File: config.mk
export PLATFORM = sky130hd
export DESIGN_NAME = regfile_scoreboard
export DESIGN_NICKNAME = d
export VERILOG_FILES = /design/src/rtl/regfile_scoreboard.sv
export SDC_FILE = /design/constraint.sdc
export NUM_CORES = 2
export LEC_CHECK = 0
export ABC_AREA = 1
export CORE_UTILIZATION = 50
export CTS_BUF_LIST = sky130_fd_sc_hd__clkbuf_8 sky130_fd_sc_hd__clkbuf_16
export DETAILED_ROUTE_END_ITERATION = 10
export PLACE_DENSITY = 0.64
export RECOVER_POWER = 50
export SETUP_SLACK_MARGIN = 0.2
export SYNTH_ARGS = -nofsm -noshare
export SYNTH_HDL_FRONTEND = slang
export SYNTH_SLANG_ARGS = --single-unit
File: constraint.sdc
create_clock -name clk -period 41.3 [get_ports clk]
set_input_delay 6.195 -clock clk [delete_from_list [all_inputs] [get_ports clk]]
set_output_delay 6.195 -clock clk [all_outputs]
set_load 0.1 [all_outputs]
File: src/rtl/regfile_scoreboard.sv
// Architectural register file with per-register pending scoreboard.
// Two combinational read ports with write-back bypass and operand readiness.
module regfile_scoreboard #(
    parameter int REG_LEN  = 32,
    parameter int ADDR_LEN = 5
) (
    input  logic                clk,
    input  logic                rst,
    input  logic [REG_LEN-1:0]  wb_rd_data,
    input  logic [ADDR_LEN-1:0] wb_rd_addr,
    input  logic                wb_rd_enable,
    input  logic [ADDR_LEN-1:0] rs1_addr,
    input  logic                rs1_read_enable,
    output logic [REG_LEN-1:0]  rs1_data,
    output logic                rs1_ready,
    input  logic [ADDR_LEN-1:0] rs2_addr,
    input  logic                rs2_read_enable,
    output logic [REG_LEN-1:0]  rs2_data,
    output logic                rs2_ready,
    input  logic                issue_enable,
    input  logic [ADDR_LEN-1:0] issue_rd_addr,
    input  logic                flush,
    output logic [ADDR_LEN:0]   pending_count
);

    localparam int NREG = 1 << ADDR_LEN;

    logic [REG_LEN-1:0]  r_regs [NREG];
    logic [NREG-1:0]     r_pend;
    logic [ADDR_LEN:0]   r_pendingCount;
    logic [NREG-1:0]     w_pendNext;
    logic [ADDR_LEN:0]   w_countNext;
    logic                w_wbValid;

    assign w_wbValid = wb_rd_enable && (wb_rd_addr != '0);

    // Issue is applied after write-back so a new producer keeps the register pending.
    always_comb begin
        w_pendNext = r_pend;
        if (flush) begin
            w_pendNext = '0;
        end else begin
            if (w_wbValid)
                w_pendNext[wb_rd_addr] = 1'b0;
            if (issue_enable && (issue_rd_addr != '0))
                w_pendNext[issue_rd_addr] = 1'b1;
        end
        w_pendNext[0] = 1'b0;
    end

    always_comb begin
        w_countNext = '0;
        for (int i = 0; i < NREG; i++)
            w_countNext = w_countNext + (ADDR_LEN+1)'(w_pendNext[i]);
    end

    always_ff @(posedge clk or posedge rst) begin
        if (rst) begin
            r_pend         <= '0;
            r_pendingCount <= '0;
        end else begin
            r_pend         <= w_pendNext;
            r_pendingCount <= w_countNext;
        end
    end

    always_ff @(posedge clk or posedge rst) begin
        if (rst) begin
            for (int i = 0; i < NREG; i++)
                r_regs[i] <= '0;
        end else if (w_wbValid) begin
            r_regs[wb_rd_addr] <= wb_rd_data;
        end
    end

    assign pending_count = r_pendingCount;

    always_comb begin
        rs1_data  = '0;
        rs1_ready = 1'b1;
        if (rs1_read_enable && (rs1_addr != '0)) begin
            if (wb_rd_enable && (wb_rd_addr == rs1_addr)) begin
                rs1_data = wb_rd_data;
            end else begin
                rs1_data  = r_regs[rs1_addr];
                rs1_ready = !r_pend[rs1_addr];
            end
        end
    end

    always_comb begin
        rs2_data  = '0;
        rs2_ready = 1'b1;
        if (rs2_read_enable && (rs2_addr != '0)) begin
            if (wb_rd_enable && (wb_rd_addr == rs2_addr)) begin
                rs2_data = wb_rd_data;
            end else begin
                rs2_data  = r_regs[rs2_addr];
                rs2_ready = !r_pend[rs2_addr];
            end
        end
    end

endmodule

==> flow_metrics.tcl <==
set metrics [dict create \
    status "finished, violations left" \
    violations "max-capacitance violations, max-slew violations" \
    finalWirelength_um 249000 \
    ios 131 \
    min_to "r_regs[1014]$_DFFE_PP0P_" \
    vias_per_cell 6.31 \
    switching_share 0.330 \
    worstSetupPathType "input port to output pin" \
    cp-start-kind "input port" \
    min_path_cells 0 \
    final-seq-area_mm2 0.0266 \
    tightest_slew_ns 8.76 \
    grt_use_total 0.408 \
    cp_slowest_cell "clkdlybuf4s50_1" \
    finalNetCount 7883 \
    multi_input_area_mm2 0.0269 \
    slew_headroom -4.84 \
    num_vias 59500 \
    finalSetupViolations 0 \
    place_area_mm2 0.0604 \
    drc 0 \
    p_comb_frac 0.211 \
    crit_top_cell "buf_4" \
    p_sw_mw 1.04 \
    internal_power_mw 2.10 \
    endpoint_kind "output pin" \
    cts.clk_slew.worst_paths_ns 0.06 \
    max_cap_violations 33 \
    seqPwrFrac 0.438 \
    start_util 0.507 \
    synthesis.area_mm2 0.0591 \
    clk_latency_ns 0.73 \
    antenna_found_initial 14 \
    finalHoldViolations 0 \
    period_minus_slack_ns 18.14 \
    fin_worst_skew_ns 0.00807 \
    grt.overflow.total 0 \
    min_from "r_regs[1014]$_DFFE_PP0P_" \
    die_h_um 346 \
    dp_cells 9197 \
    drive_gt1_frac 0.0465 \
    dp_hpwl_um 134000 \
    cts_setup_buffers 0 \
    cts_htree_levels 3 \
    port_buffers 130 \
    path_cells "buf_8 -> buf_4 -> nor2_4 -> buf_4 -> buf_4 -> buf_4 -> a22oi_1 -> a21oi_1 -> nor2_1 -> nand2_1 -> nand3_1 -> nand2_1 -> clkdlybuf4s50_1" \
    p_total_mw 3.13 \
    drt_iter0_markers 9197 \
    crit_path_start "rs2_addr[0]" \
    drv_slew 1713 \
    synth_seq_cells 1061 \
    grt_pass1_vias 55000 \
    grt_pass1_wl_um 366000 \
    synthFlopType "dfrtp_1" \
    hold_class "flop to flop" \
    ir_drop_uv 41.4 \
    cts_root_buffer "clkbuf_16" \
    synth.distinct_cells 39 \
    tns_ns 0 \
    leakagePower_nw 28.9 \
    avgSynthCellArea_um2 7.26 \
    hold_buffers 0 \
    instances_no_fill 9423 \
    fmaxAchievable_mhz 55.1 \
    yosysSeqAreaShare 0.449 \
    cts.sinks 1061 \
    cp_max_fo 70 \
    ctsResizeCount 0 \
    wire_per_inst_um 26.4 \
    gp_congestion 0.912 \
    synth_cells 8143 \
    cts_buffers 119 \
    ys.warnings.count 0 \
    syn_nets 8232 \
    rsz0062_at_grt "false" \
    cp.required_ns 35.10 \
    reg2reg_slack_ns 35.94 \
    final_area_mm2 0.0642 \
    die_x_um 346 \
    syn_to_final_growth_pct 8.53 \
    dr.pass1.iters 7 \
    r2r_start "r_pend[2]$_DFF_PP0_" \
    r2r_cells 16 \
    synth_edf_count 0 \
    cp.arrival_ns 11.94 \
    fillers 11100 \
    power.density_mw_per_mm2 48.8 \
    grt_max_degree 164 \
    ant_nets 0 \
    rows 125 \
    fin_crit_sh 0.439 \
    async_reset_ff_frac 1.00 \
    clockBufferDepth 3 \
    die-area_mm2 0.120 \
    cpPeakStageDelay_ns 1.20 \
    clockPowerShare 0.351 \
    regToRegEndpoint "pending_count[4]$_DFF_PP0_" \
    cts_tree "built" \
    core-area_mm2 0.117 \
    cp_top_family "buffers and inverters" \
    crit_buf_inv 6 \
]
-- metrics by stage --
stage	worst slack, ns	util	hold WS, ns
2_1_floorplan	5.24	-	0.445
6_report	23.16	0.550	0.396
4_1_cts	23.43	0.553	0.399
3_3_place_gp	23.44	0.518	0.381
3_5_place_dp	23.44	0.518	0.385
5_1_grt	21.17	0.550	0.408
-- placed cells by master, fill, tap and decap left out, types with 3 or more instances in the layout --
master / netlist / final
inv_6: 0 / 4
o21ai_0: 1393 / 1416
clkinv_2: 0 / 29
a22oi_1: 78 / 78
o21ai_1: 124 / 101
diode_2: 0 / 7
nand4_1: 60 / 61
nand3_1: 486 / 484
dfrtp_1: 1061 / 1061
clkbuf_16: 0 / 122
clkdlybuf4s50_1: 0 / 115
nor3_1: 8 / 9
nand2_2: 2 / 3
o221ai_1: 30 / 30
buf_4: 14 / 113
a21oi_1: 653 / 653
dlygate4sd3_1: 0 / 5
or2_2: 3 / 3
inv_2: 22 / 11
nor2_2: 6 / 3
o22ai_1: 18 / 18
o2111ai_1: 6 / 6
nor2_4: 18 / 12
ha_1: 7 / 7
fa_1: 23 / 23
mux2i_1: 7 / 7
nand2_1: 2130 / 2128
nor2_1: 383 / 392
clkbuf_8: 0 / 39
xor2_1: 6 / 6
buf_8: 0 / 3
bufinv_16: 0 / 7
inv_1: 654 / 675
o211ai_1: 226 / 226
buf_12: 0 / 3
clkbuf_1: 390 / 18
-- power by group through the flow --
stage          sequential, mW  clock (mW)  combinational [mW]
2_1_floorplan            1.36           0               0.473
3_3_place_gp             1.38           0               0.633
3_5_place_dp             1.38           0               0.648
4_1_cts                  1.36        1.10               0.651
5_1_grt                  1.39        1.14               0.736
6_report                 1.37        1.10               0.661
-- registers in the layout (all words and copies together) (netlist names) --
register and count:
r_regs 1024, r_pend 31, pending_count 6
-- layout make-up --
type	count	share of cell area
sequential	1061	0.414
inverter	676	0.0400
antenna	7	0.000273
clock buffer	160	0.0557
multi-input combinational	5676	0.418
tap	1524	0.0297
clock inverter	59	0.00731
timing repair buffer	260	0.0350
-- logic make-up (layout without fill, tap and decap cells) --
kind of cell               Yosys count  count (layout)  share of synthesized area
xor gates and xnor gates             7               7                    0.00104
muxes                                7               7                    0.00118
buffers and inverters             1406            1155                     0.0966
adders and majority gates           30              30                    0.00927
other                                0               7                          0
DFF                               1061            1061                      0.449
AOI/OAI and AO/OA                 2532            2532                      0.230
and+or+nand+nor                   3100            3100                      0.213
-- cells in the mapped netlist (2+ instances only) --
master / number / area [um^2]
nor2_2: 6 / 37.5
buf_2: 274 / 1370
or2_2: 3 / 18.8
o21ai_1: 124 / 621
ha_1: 7 / 87.6
nor3_1: 8 / 40.0
a22oi_1: 78 / 586
nand2_1: 2130 / 8000
nand4_1: 60 / 375
dfrtp_1: 1061 / 26600
mux2i_1: 7 / 70.1
a21oi_1: 653 / 3270
nor2_1: 383 / 1440
nor2_4: 18 / 203
o211ai_1: 226 / 1700
buf_4: 14 / 105
o22ai_1: 18 / 113
buf_1: 41 / 154
buf_6: 4 / 45.0
inv_1: 654 / 2450
nand2_2: 2 / 12.5
clkbuf_2: 7 / 35.0
xor2_1: 6 / 52.6
clkbuf_1: 390 / 1460
o2111ai_1: 6 / 52.6
o21ai_0: 1393 / 6970
nand3_1: 486 / 2430
inv_2: 22 / 82.6
o221ai_1: 30 / 263
fa_1: 23 / 460
-- layer usage --
layer / routed length (um) / vias up / GRT usage
met1: 96300 / 28100 / 0.562
met3: 34300 / 863 / 0.103
met5: 50 / - / 0
met2: 103000 / 4339 / 0.594
met4: 15400 / 8 / 0.211
li1: - / 26200 / -
-- worst reg2reg max path: stages, from the launching register on --
cell and delay (ns):
dfrtp_1 0.37, o21ai_0 0.12, a21oi_1 0.23, inv_1 0.12, fa_1 0.57, fa_1 0.47, fa_1 0.54, fa_1 0.46
fa_1 0.52, inv_1 0.06, fa_1 0.45, fa_1 0.43, fa_1 0.47, a21oi_1 0.17, nor2_1 0.06, nor2_1 0.11
xnor2_1 0.14
-- worst max-delay path by stage --
stage,depth (start not counted),to
2_1_floorplan,1,pending_count[0]$_DFF_PP0_
3_3_place_gp,15,rs2_data[19]
3_5_place_dp,15,rs2_data[19]
4_1_cts,15,rs2_data[19]
5_1_grt,3,r_regs[536]$_DFFE_PP0P_
6_report,13,rs2_data[7]
(Power assumes the default switching activity.)
